<file path="config.mk">
export PLATFORM = sky130hd
export DESIGN_NAME = imem_load_arbiter
export DESIGN_NICKNAME = d
export VERILOG_FILES = /design/src/rtl/imem_load_arbiter.sv
export SDC_FILE = /design/constraint.sdc
export NUM_CORES = 1
export LEC_CHECK = 0
export CAP_MARGIN = 15
export CELL_PAD_IN_SITES_DETAIL_PLACEMENT = 2
export CELL_PAD_IN_SITES_GLOBAL_PLACEMENT = 2
export CORE_MARGIN = 2
export CORE_UTILIZATION = 28
export DETAILED_ROUTE_END_ITERATION = 10
export GPL_TIMING_DRIVEN = 1
export PLACE_DENSITY = 0.86
export SLEW_MARGIN = 5
export SYNTH_ARGS = -nofsm -noshare
export SYNTH_HDL_FRONTEND = slang
export SYNTH_SLANG_ARGS = --single-unit
</file>
<file path="constraint.sdc">
create_clock -name CLK -period 1.79 [get_ports CLK]
set_input_delay 0.179 -clock CLK [delete_from_list [all_inputs] [get_ports CLK]]
set_output_delay 0.179 -clock CLK [all_outputs]
set_load 0.05 [all_outputs]
</file>
<file path="src/rtl/imem_load_arbiter.sv">
// ---------------------------------------------------------------------------
// imem_load_arbiter
//
// Arbiter and load sequencer for a 128 x 16-bit instruction memory.
// In IDLE the CPU fetch address passes straight through to the memory.
// A load request takes the memory away from the CPU, stalls the CPU and
// assembles a little-endian byte stream into 16-bit words written from
// word 0 upward. When the stream ends, the CPU gets a one-cycle restart
// pulse and the memory returns to the fetch path.
//
// Ports:
//   CLK          clock, rising edge
//   RESET        asynchronous active-high reset
//   CPU_ADDR     CPU byte fetch address (bit 0 ignored)
//   CPU_STALL    CPU must hold its PC while high
//   CPU_RESTART  one-cycle pulse: CPU resets PC to 0
//   LD_START     load request, honoured in IDLE only
//   LD_VALID     LD_BYTE valid this cycle
//   LD_BYTE      stream byte, low byte of each word first
//   LD_LAST      marks the final byte of the stream
//   LD_READY     byte accepted when LD_VALID && LD_READY
//   LD_DONE      one-cycle completion pulse
//   LD_ERR       sticky overflow flag, cleared by the next load start
//   LD_WORDS     words written by the last/current load (0..DEPTH)
//   MEM_ADDR     memory word address
//   MEM_WE       memory write enable
//   MEM_WDATA    memory write data
// ---------------------------------------------------------------------------
module imem_load_arbiter #(
    parameter int          DEPTH = 128,
    parameter logic [15:0] FILL  = 16'h0000
) (
    input  logic        CLK,
    input  logic        RESET,
    input  logic [7:0]  CPU_ADDR,
    output logic        CPU_STALL,
    output logic        CPU_RESTART,
    input  logic        LD_START,
    input  logic        LD_VALID,
    input  logic [7:0]  LD_BYTE,
    input  logic        LD_LAST,
    output logic        LD_READY,
    output logic        LD_DONE,
    output logic        LD_ERR,
    output logic [7:0]  LD_WORDS,
    output logic [6:0]  MEM_ADDR,
    output logic        MEM_WE,
    output logic [15:0] MEM_WDATA
);

    localparam logic [7:0] WORDS_MAX = 8'(DEPTH);
    localparam logic [6:0] WP_MAX    = 7'(DEPTH - 1);

    typedef enum logic [1:0] {
        IDLE   = 2'd0,
        LOAD   = 2'd1,
        FINISH = 2'd2,
        DONE   = 2'd3
    } state_t;

    state_t      state;
    logic [6:0]  wp;          // next word address to write
    logic [6:0]  waddr_p1;    // address of the write being presented
    logic        phase_hi;    // 1: next accepted byte is the high byte
    logic [7:0]  held_lo;     // low byte waiting for its partner

    logic        accept;
    logic        word_done;
    logic [15:0] word;

    // LD_READY is only ever high in LOAD, so it doubles as the state qualifier.
    assign accept    = LD_READY && LD_VALID;
    // A word completes on a high byte, or early when the stream ends on a low byte.
    assign word_done = accept && (phase_hi || LD_LAST);
    assign word      = phase_hi ? {LD_BYTE, held_lo} : {FILL[15:8], LD_BYTE};

    // Fetch path in IDLE; otherwise the pending write address, or the write
    // pointer when no write is being presented.
    assign MEM_ADDR = (state == IDLE) ? CPU_ADDR[7:1]
                    : (MEM_WE ? waddr_p1 : wp);

    always_ff @(posedge CLK or posedge RESET) begin
        if (RESET) begin
            state       <= IDLE;
            wp          <= 7'd0;
            waddr_p1    <= 7'd0;
            phase_hi    <= 1'b0;
            held_lo     <= 8'd0;
            LD_WORDS    <= 8'd0;
            LD_ERR      <= 1'b0;
            LD_READY    <= 1'b0;
            LD_DONE     <= 1'b0;
            CPU_STALL   <= 1'b0;
            CPU_RESTART <= 1'b0;
            MEM_WE      <= 1'b0;
            MEM_WDATA   <= 16'd0;
        end else begin
            // Writes last exactly one cycle.
            MEM_WE <= 1'b0;
            case (state)
                IDLE: begin
                    if (LD_START) begin
                        state     <= LOAD;
                        wp        <= 7'd0;
                        LD_WORDS  <= 8'd0;
                        LD_ERR    <= 1'b0;
                        phase_hi  <= 1'b0;
                        CPU_STALL <= 1'b1;
                        LD_READY  <= 1'b1;
                    end
                end
                LOAD: begin
                    if (accept) begin
                        // Low byte without LAST moves to HIGH; everything else back to LOW.
                        phase_hi <= ~phase_hi & ~LD_LAST;
                        if (!phase_hi) begin
                            held_lo <= LD_BYTE;
                        end
                        // Write stage boundary: completed word registered for next cycle.
                        if (word_done) begin
                            if (LD_WORDS < WORDS_MAX) begin
                                MEM_WE    <= 1'b1;
                                MEM_WDATA <= word;
                                waddr_p1  <= wp;
                                LD_WORDS  <= LD_WORDS + 8'd1;
                                // Pointer parks on the top word instead of wrapping.
                                if (wp != WP_MAX) begin
                                    wp <= wp + 7'd1;
                                end
                            end else begin
                                LD_ERR <= 1'b1;
                            end
                        end
                        if (LD_LAST) begin
                            state    <= FINISH;
                            LD_READY <= 1'b0;
                        end
                    end
                end
                FINISH: begin
                    state       <= DONE;
                    LD_DONE     <= 1'b1;
                    CPU_RESTART <= 1'b1;
                end
                DONE: begin
                    state       <= IDLE;
                    LD_DONE     <= 1'b0;
                    CPU_RESTART <= 1'b0;
                    CPU_STALL   <= 1'b0;
                end
                default: begin
                    state <= IDLE;
                end
            endcase
        end
    end

endmodule
</file>
==> results.ini, run 1 <==
[setup_path]
cp-end-kind=primary output
critPathKind=reg -> out
critPathMaxFanout=17
endpoint=MEM_ADDR[5]
start_kind=flop
arrival_ns=1.57
r2r-start=state[0]
rrSetupSlack_ns=0.04
startpoint=state[0]
crit_required_ns=1.61
r2r-end=wp[5]
r2r_cells=7

[yosys]
netlist_area_mm2=0.002698
synth_fp_nets=311
synth_flop_cell=dfrtp_1
yosysMostFrequentCell=nand2_1
yosysTopAreaCell=dfrtp_1
synth_commonest_cells=nand2_1, dfrtp_1, o21ai_0
yosysUniqueCellTypes=41
seq_area_frac_synth_pct=50.09
yosys_warnings=0
synth_top_area_share_pct=50.09
synth_area_leaders=dfrtp_1, nand2_1, mux2i_1, o21ai_0, mux2_2
syn_inst=284
ys_ff_latch=54
synth_edf_count=0
avgSynthCellArea_um2=9.499
synth-async-reset-ratio_pct=100.0

[place]
place_congestion=0.7734
portBuffers=56
dp.cells=485
dpl.hpwl_um=6172

[routing]
viasPerCell=4.992
vias=2486
dr.max_layer_used=met4
wl_met3_um=304
ant_nets=0
drt-met1-wl_um=3567
first_pass_iters=4
wl_met2_um=4750
drt_drc_violations_left=0
wl_per_cell_um=17.43
wirelength_um=8680
drt_iter0_markers=103

[power]
p_per_area_mw_per_mm2=1717
switchingPower_w=0.003004
irDropWorstVdd_mv=0.7874
combPwrFrac_pct=56.3
clock_power_share_pct=14.8
seqPwrFrac_pct=28.8
internal_power_w=0.003686
swShare_pct=44.90
cellLeakagePower_nw=1.720

[clocking]
cts_tree=done
root_buffer=clkbuf_8
cts_buffer_depth=2
cts_sinks=54
insertion_delay_ns=0.31
hold_buffers=0
numCtsBuffers=5
htreeDepth=2
clk_pin_slew_worst_paths_ns=0.10

[sta]
rsz0062_at_grt=yes
report.final.slew_viol_count=0
report.final.setup_viol=0
slew-limit-headroom_pct=64.55
fin_skew_ns=0.006055
period_share_pct=97.94
fin_setup_tns_ns=0
max_freq_mhz=570.4
tightest_slew_ns=0.5302
post-route-min-period_ns=1.753
final-hold-violation-count=0

[layout]
fin_util_pct=41.95
area_growth_pct=44.39
n_antenna_cell=0
instances_no_fill=498
nFillCells=1022
drive_above_1_share_pct=26.02
final_nets=395

[grt]
grt_pass1_vias=2788
grt_antenna_before_repair=0
grt_pass1_wl_um=14340
grt_max_degree=19
grt_remaining_overflow=0
grt_use_total_pct=17.40

[floorplan]
initial_core_util_pct=29.06
io_pins=58
die_w_um=102.2
die-height_um=102.2
num_rows=35
fp.coreArea_mm2=0.009284
die_area_mm2=0.01044

[run_status]
outcome=complete, no violations

[job]
max_cap_viol_count=0

[worst_hold_path]
holdCritPathClass=in -> async

-- per-stage QoR --
step	power [W]	area, um2	worst slack [ns]	hold slack, ns
after floorplan	0.004059	2704	-0.2274	0.3117
after global routing	0.007106	3895	-0.06965	0.1487
after global placement	0.005337	3641	-0.01203	0.4563
after CTS	0.006653	3829	0.005514	0.1269
final	0.006689	3895	0.03692	0.1286
after detailed placement	0.005520	3641	-0.06489	0.4628
-- power by group through the flow --
stage | clock, W | sequential, W | combinational [W]
floorplan | 0 | 0.00258 | 0.00147
global placement | 0 | 0.00190 | 0.00344
detailed placement | 0 | 0.00194 | 0.00358
CTS | 0.00102 | 0.00193 | 0.00370
global route | 0.00108 | 0.00199 | 0.00404
finish | 0.000992 | 0.00193 | 0.00377
-- worst min path at each step --
stage	from	to	slack [ns]
final	RESET	MEM_WDATA[1]	0.13
after global routing	RESET	MEM_WDATA[2]	0.15
after CTS	RESET	MEM_WDATA[2]	0.13
after detailed placement	waddr_p1[5]	waddr_p1[5]	0.46
after global placement	MEM_WDATA[13]	MEM_WDATA[13]	0.46
after floorplan	LD_BYTE[2]	MEM_WDATA[10]	0.31
-- flip-flops by register name (all words and copies together), names as in the netlist --
| name | flops |
|---|---|
| LD_DONE | 1 |
| waddr_p1 | 7 |
| LD_WORDS | 8 |
| MEM_WDATA | 16 |
| LD_ERR | 1 |
| state | 2 |
| MEM_WE | 1 |
| LD_READY | 1 |
| CPU_STALL | 1 |
| wp | 7 |
| phase_hi | 1 |
| held_lo | 8 |
-- layout by cell type (no fill, tap or decap), types with 3 or more instances in the layout --
cell type	synthesis	routed
nand2b_1	3	3
mux2_2	8	8
mux2i_1	16	16
o211ai_1	4	4
or3_1	4	3
buf_12	0	8
buf_4	1	42
o21ai_1	0	7
clkdlybuf4s50_1	0	40
a22o_1	3	3
a21oi_2	0	3
dfrtp_1	54	48
nor3_1	4	3
nor2_1	9	9
nand2_1	67	67
o21ai_0	28	21
a21oi_1	11	8
clkbuf_8	0	5
dfrtp_2	0	6
inv_2	0	3
a31oi_1	3	3
nand3_1	16	16
inv_1	6	3
-- logic make-up (layout without fill, tap and decap cells) --
group | Yosys count | after routing | synth area share (%)
AOI/OAI and AO/OA | 63 | 63 | 14.75
DFF | 54 | 54 | 50.09
muxes | 24 | 24 | 9.276
and+or+nand+nor | 115 | 115 | 19.16
adders and majority gates | 6 | 6 | 2.783
buffers and inverters | 22 | 107 | 3.942
-- cell type report --
| class | instances | area (um2) | area share (%) |
|---|---|---|---|
| well taps | 129 | 161.4 | 4.144 |
| multi-input cells | 208 | 1308 | 33.57 |
| clock buffers | 5 | 68.82 | 1.767 |
| flip-flops and latches | 54 | 1359 | 34.89 |
| clock inverters | 3 | 68.82 | 1.767 |
| repair buffers | 92 | 903.4 | 23.19 |
| inverters | 7 | 26.28 | 0.6746 |
-- repair_timing --
item / in CTS / in global routing
pin swaps: 0 / 3
endpoints found under the setup margin: 20 / 17
cloned: 0 / 0
buffers inserted: 2 / 4
gates resized for setup: 9 / 14
-- worst max-delay path: stages (launching register included) --
cell     delay [ns]
dfrtp_2        0.46
inv_2          0.10
ha_4           0.16
buf_8          0.16
nand2_1        0.06
o21ai_1        0.14
buf_12         0.17
-- layer usage --
layer	global-route usage, %	vias up
met5	0	-
met4	2.872	0
met3	3.010	6
met2	33.20	44
met1	20.66	1285
li1	-	1151
Note: power is estimated with default switching activity, not from simulation.
==> run 2, diff against run 1 <==
--- a/config.mk
+++ b/config.mk
@@ -17,3 +17,4 @@
 export SYNTH_ARGS = -nofsm -noshare
 export SYNTH_HDL_FRONTEND = slang
 export SYNTH_SLANG_ARGS = --single-unit
+export TNS_END_PERCENT = 20
==> run 2 against run 1 <==
Against the previous run: via count down 2.8%; combinational power up 2%; utilization up 0.28 points; count of clock-buffer cells in the layout unchanged; critical endpoint is now LD_WORDS[6].
==> results.ini, run 2 (synthesis results as in run 1) <==
[clocking]
cts_tree=done  ; unchanged
root_buffer=clkbuf_8  ; unchanged
hold_buffers=0  ; unchanged
clk_pin_slew_worst_paths_ns=0.11  ; was 0.10 ns
insertion_delay_ns=0.31  ; about the same
cts_buffer_depth=2  ; unchanged
numCtsBuffers=5  ; unchanged
htreeDepth=2  ; unchanged
cts_sinks=54  ; unchanged

[routing]
wl_per_cell_um=16.39  ; was 17.43 um
viasPerCell=4.873  ; was 4.992
ant_nets=0  ; unchanged
drt_drc_violations_left=0  ; unchanged
wirelength_um=8130  ; was 8680 um
first_pass_iters=4  ; unchanged
drt_iter0_markers=70  ; was 103
vias=2417  ; was 2,486

[floorplan]
io_pins=58  ; unchanged
fp.coreArea_mm2=0.009284  ; unchanged
num_rows=35  ; unchanged
die_w_um=102.2  ; unchanged
die-height_um=102.2  ; unchanged
initial_core_util_pct=29.06  ; unchanged
die_area_mm2=0.01044  ; unchanged

[layout]
area_growth_pct=45.36  ; was 44.39%
drive_above_1_share_pct=26.43  ; was 26.02%
final_common_cell=nand2_1  ; unchanged
final_nets=393  ; was 395
n_antenna_cell=0  ; unchanged
largest_reg_flops=16  ; unchanged
fin_area_mm2=0.003921  ; was 0.003895 mm2
layout_common_cells=nand2_1, dfrtp_1, clkdlybuf4s50_1  ; was nand2_1, dfrtp_1, buf_4
reg.largest.list=MEM_WDATA x16, LD_WORDS x8, held_lo x8  ; unchanged
regMostFlops=MEM_WDATA  ; unchanged

[sta]
fin_skew_ns=0.01352  ; was 0.006055 ns
post-route-min-period_ns=1.770  ; was 1.753 ns
rsz0062_at_grt=yes  ; unchanged
report.final.setup_viol=0  ; unchanged
period_share_pct=98.91  ; was 97.94%
final-hold-violation-count=0  ; unchanged
report.final.slew_viol_count=0  ; unchanged
slew-limit-headroom_pct=64.68  ; was 64.55%
tightest_slew_ns=0.5281  ; was 0.5302 ns
max_freq_mhz=564.8  ; was 570.4 MHz

[power]
cellLeakagePower_nw=1.735  ; was 1.720 nW
clock_power_share_pct=13.1  ; was 14.8%
seqPwrFrac_pct=28.4  ; was 28.8%
irDropWorstVdd_mv=0.8994  ; was 0.7874 mV
p_total_w=0.006591  ; was 0.006689 W
swShare_pct=45.41  ; was 44.90%
combPwrFrac_pct=58.5  ; was 56.3%
internal_power_w=0.003598  ; was 0.003686 W
p_per_area_mw_per_mm2=1681  ; was 1717 mW/mm2
switchingPower_w=0.002993  ; was 0.003004 W

[setup_path]
critPathKind=reg -> reg  ; was reg -> out
crit_required_ns=2.04  ; was 1.61 ns
crit_chain=inv_2 > ha_4 > and3_4 > nand2_2 > or4_1 > a21oi_2  ; was inv_2 > ha_4 > buf_8 > nand2_1 > o21ai_1 > buf_12
critPathMaxFanout=6  ; was 17
start_kind=flop  ; unchanged
rrSetupSlack_ns=0.02  ; was 0.04 ns
cp-end-kind=flop  ; was primary output
r2r-end=LD_WORDS[6]  ; was wp[5]
slowest_delay_ns=0.54  ; was 0.46 ns
slowest_stage=or4_1  ; was dfrtp_2
r2r-start=state[1]  ; was state[0]
startpoint=state[1]  ; was state[0]
r2r_cells=6  ; was 7
arrival_ns=2.02  ; was 1.57 ns

[run_status]
outcome=complete, no violations  ; unchanged

[grt]
grt_pass1_vias=2693  ; was 2,788
grt_pass1_wl_um=13590  ; was 14,340 um
grt_antenna_before_repair=0  ; unchanged
grt_remaining_overflow=0  ; unchanged
grt_max_degree=55  ; was 19
grt_use_total_pct=16.55  ; was 17.40%

[place]
place_congestion=0.8018  ; was 0.7734
placed_area_mm2=0.003677  ; was 0.003641 mm2
portBuffers=56  ; unchanged
dpl.hpwl_um=5977  ; was 6172 um

[job]
max_cap_viol_count=0  ; unchanged

[worst_hold_path]
holdCritPathClass=in -> async  ; unchanged

## run 2: cell types whose count changed in the layout (fill, tap and decap cells not counted), sizes merged
| cell | delta |
|---|---|
| inv | +1 |
| clkinv | -1 |
| clkinvlp | +1 |
| buf | -1 |
| clkdlybuf4s50 | -1 |
| bufinv | -1 |
## run 2: cell type report
class	count	area (um2)
multi-input cells	208	1331
well taps	129	161.4
repair buffers	90	928.4
flip-flops and latches	54	1354
clock buffers	5	68.82
clock inverters	3	47.55
fillers	1021	5363
inverters	7	30.03
## run 2: metal layers
| metal | GRT usage, % | vias up | share of wire (%) |
|---|---|---|---|
| met4 | 4.308 | 0 | 0.97 |
| met5 | 0 | - | 0 |
| li1 | - | 1148 | - |
| met3 | 2.599 | 8 | 3.2 |
| met2 | 30.36 | 40 | 55 |
| met1 | 20.22 | 1221 | 41 |
## run 2: power groups by stage
stage	clock (W)	combinational [W]	sequential, W
6_report	0.000862	0.00385	0.00187
4_1_cts	0.000890	0.00377	0.00188
3_5_place_dp	0	0.00370	0.00188
2_1_floorplan	0	0.00147	0.00258
3_3_place_gp	0	0.00355	0.00186
5_1_grt	0.000939	0.00416	0.00193
## run 2: metrics by stage
step | worst slack, ns | utilization, % | hold WS, ns | cells | setup TNS (ns)
2_1_floorplan | -0.2274 | - | 0.3117 | 284 | -1.713
3_3_place_gp | -0.02438 | 39.61 | 0.4547 | 486 | -0.1799
3_5_place_dp | -0.1085 | 39.61 | 0.4635 | 486 | -1.283
4_1_cts | 0.004904 | 41.17 | 0.2441 | 494 | 0
5_1_grt | -0.07400 | 42.24 | 0.2570 | 496 | -0.1556
6_report | 0.01957 | 42.24 | 0.2380 | 496 | 0
## run 2: timing repair
item                                    4_1_cts  5_1_grt
pin swaps                                     0        2
endpoints found under the setup margin       27       28
endpoints found under the hold margin         0        0
gates resized for setup                       7       23
setup buffers                                 0        2
## run 2: worst max path at each step
stage                    endpoint  slack, ns  cells after the start
floorplan             MEM_ADDR[0]      -0.23                      3
global placement    MEM_WDATA[11]      -0.02                      7
detailed placement   MEM_WDATA[8]      -0.11                      7
CTS                   LD_WORDS[5]      0.005                      6
global route          LD_WORDS[6]      -0.07                      6
finish                LD_WORDS[6]       0.02                      6
## run 2: worst max-delay path: cells and delay by family, from the launching register on
family	cells	cell delay, ns
buf+inv	1	0.11
flops	1	0.40
fa+ha+maj	1	0.17
simple gates	3	0.89
compound gates	1	0.15
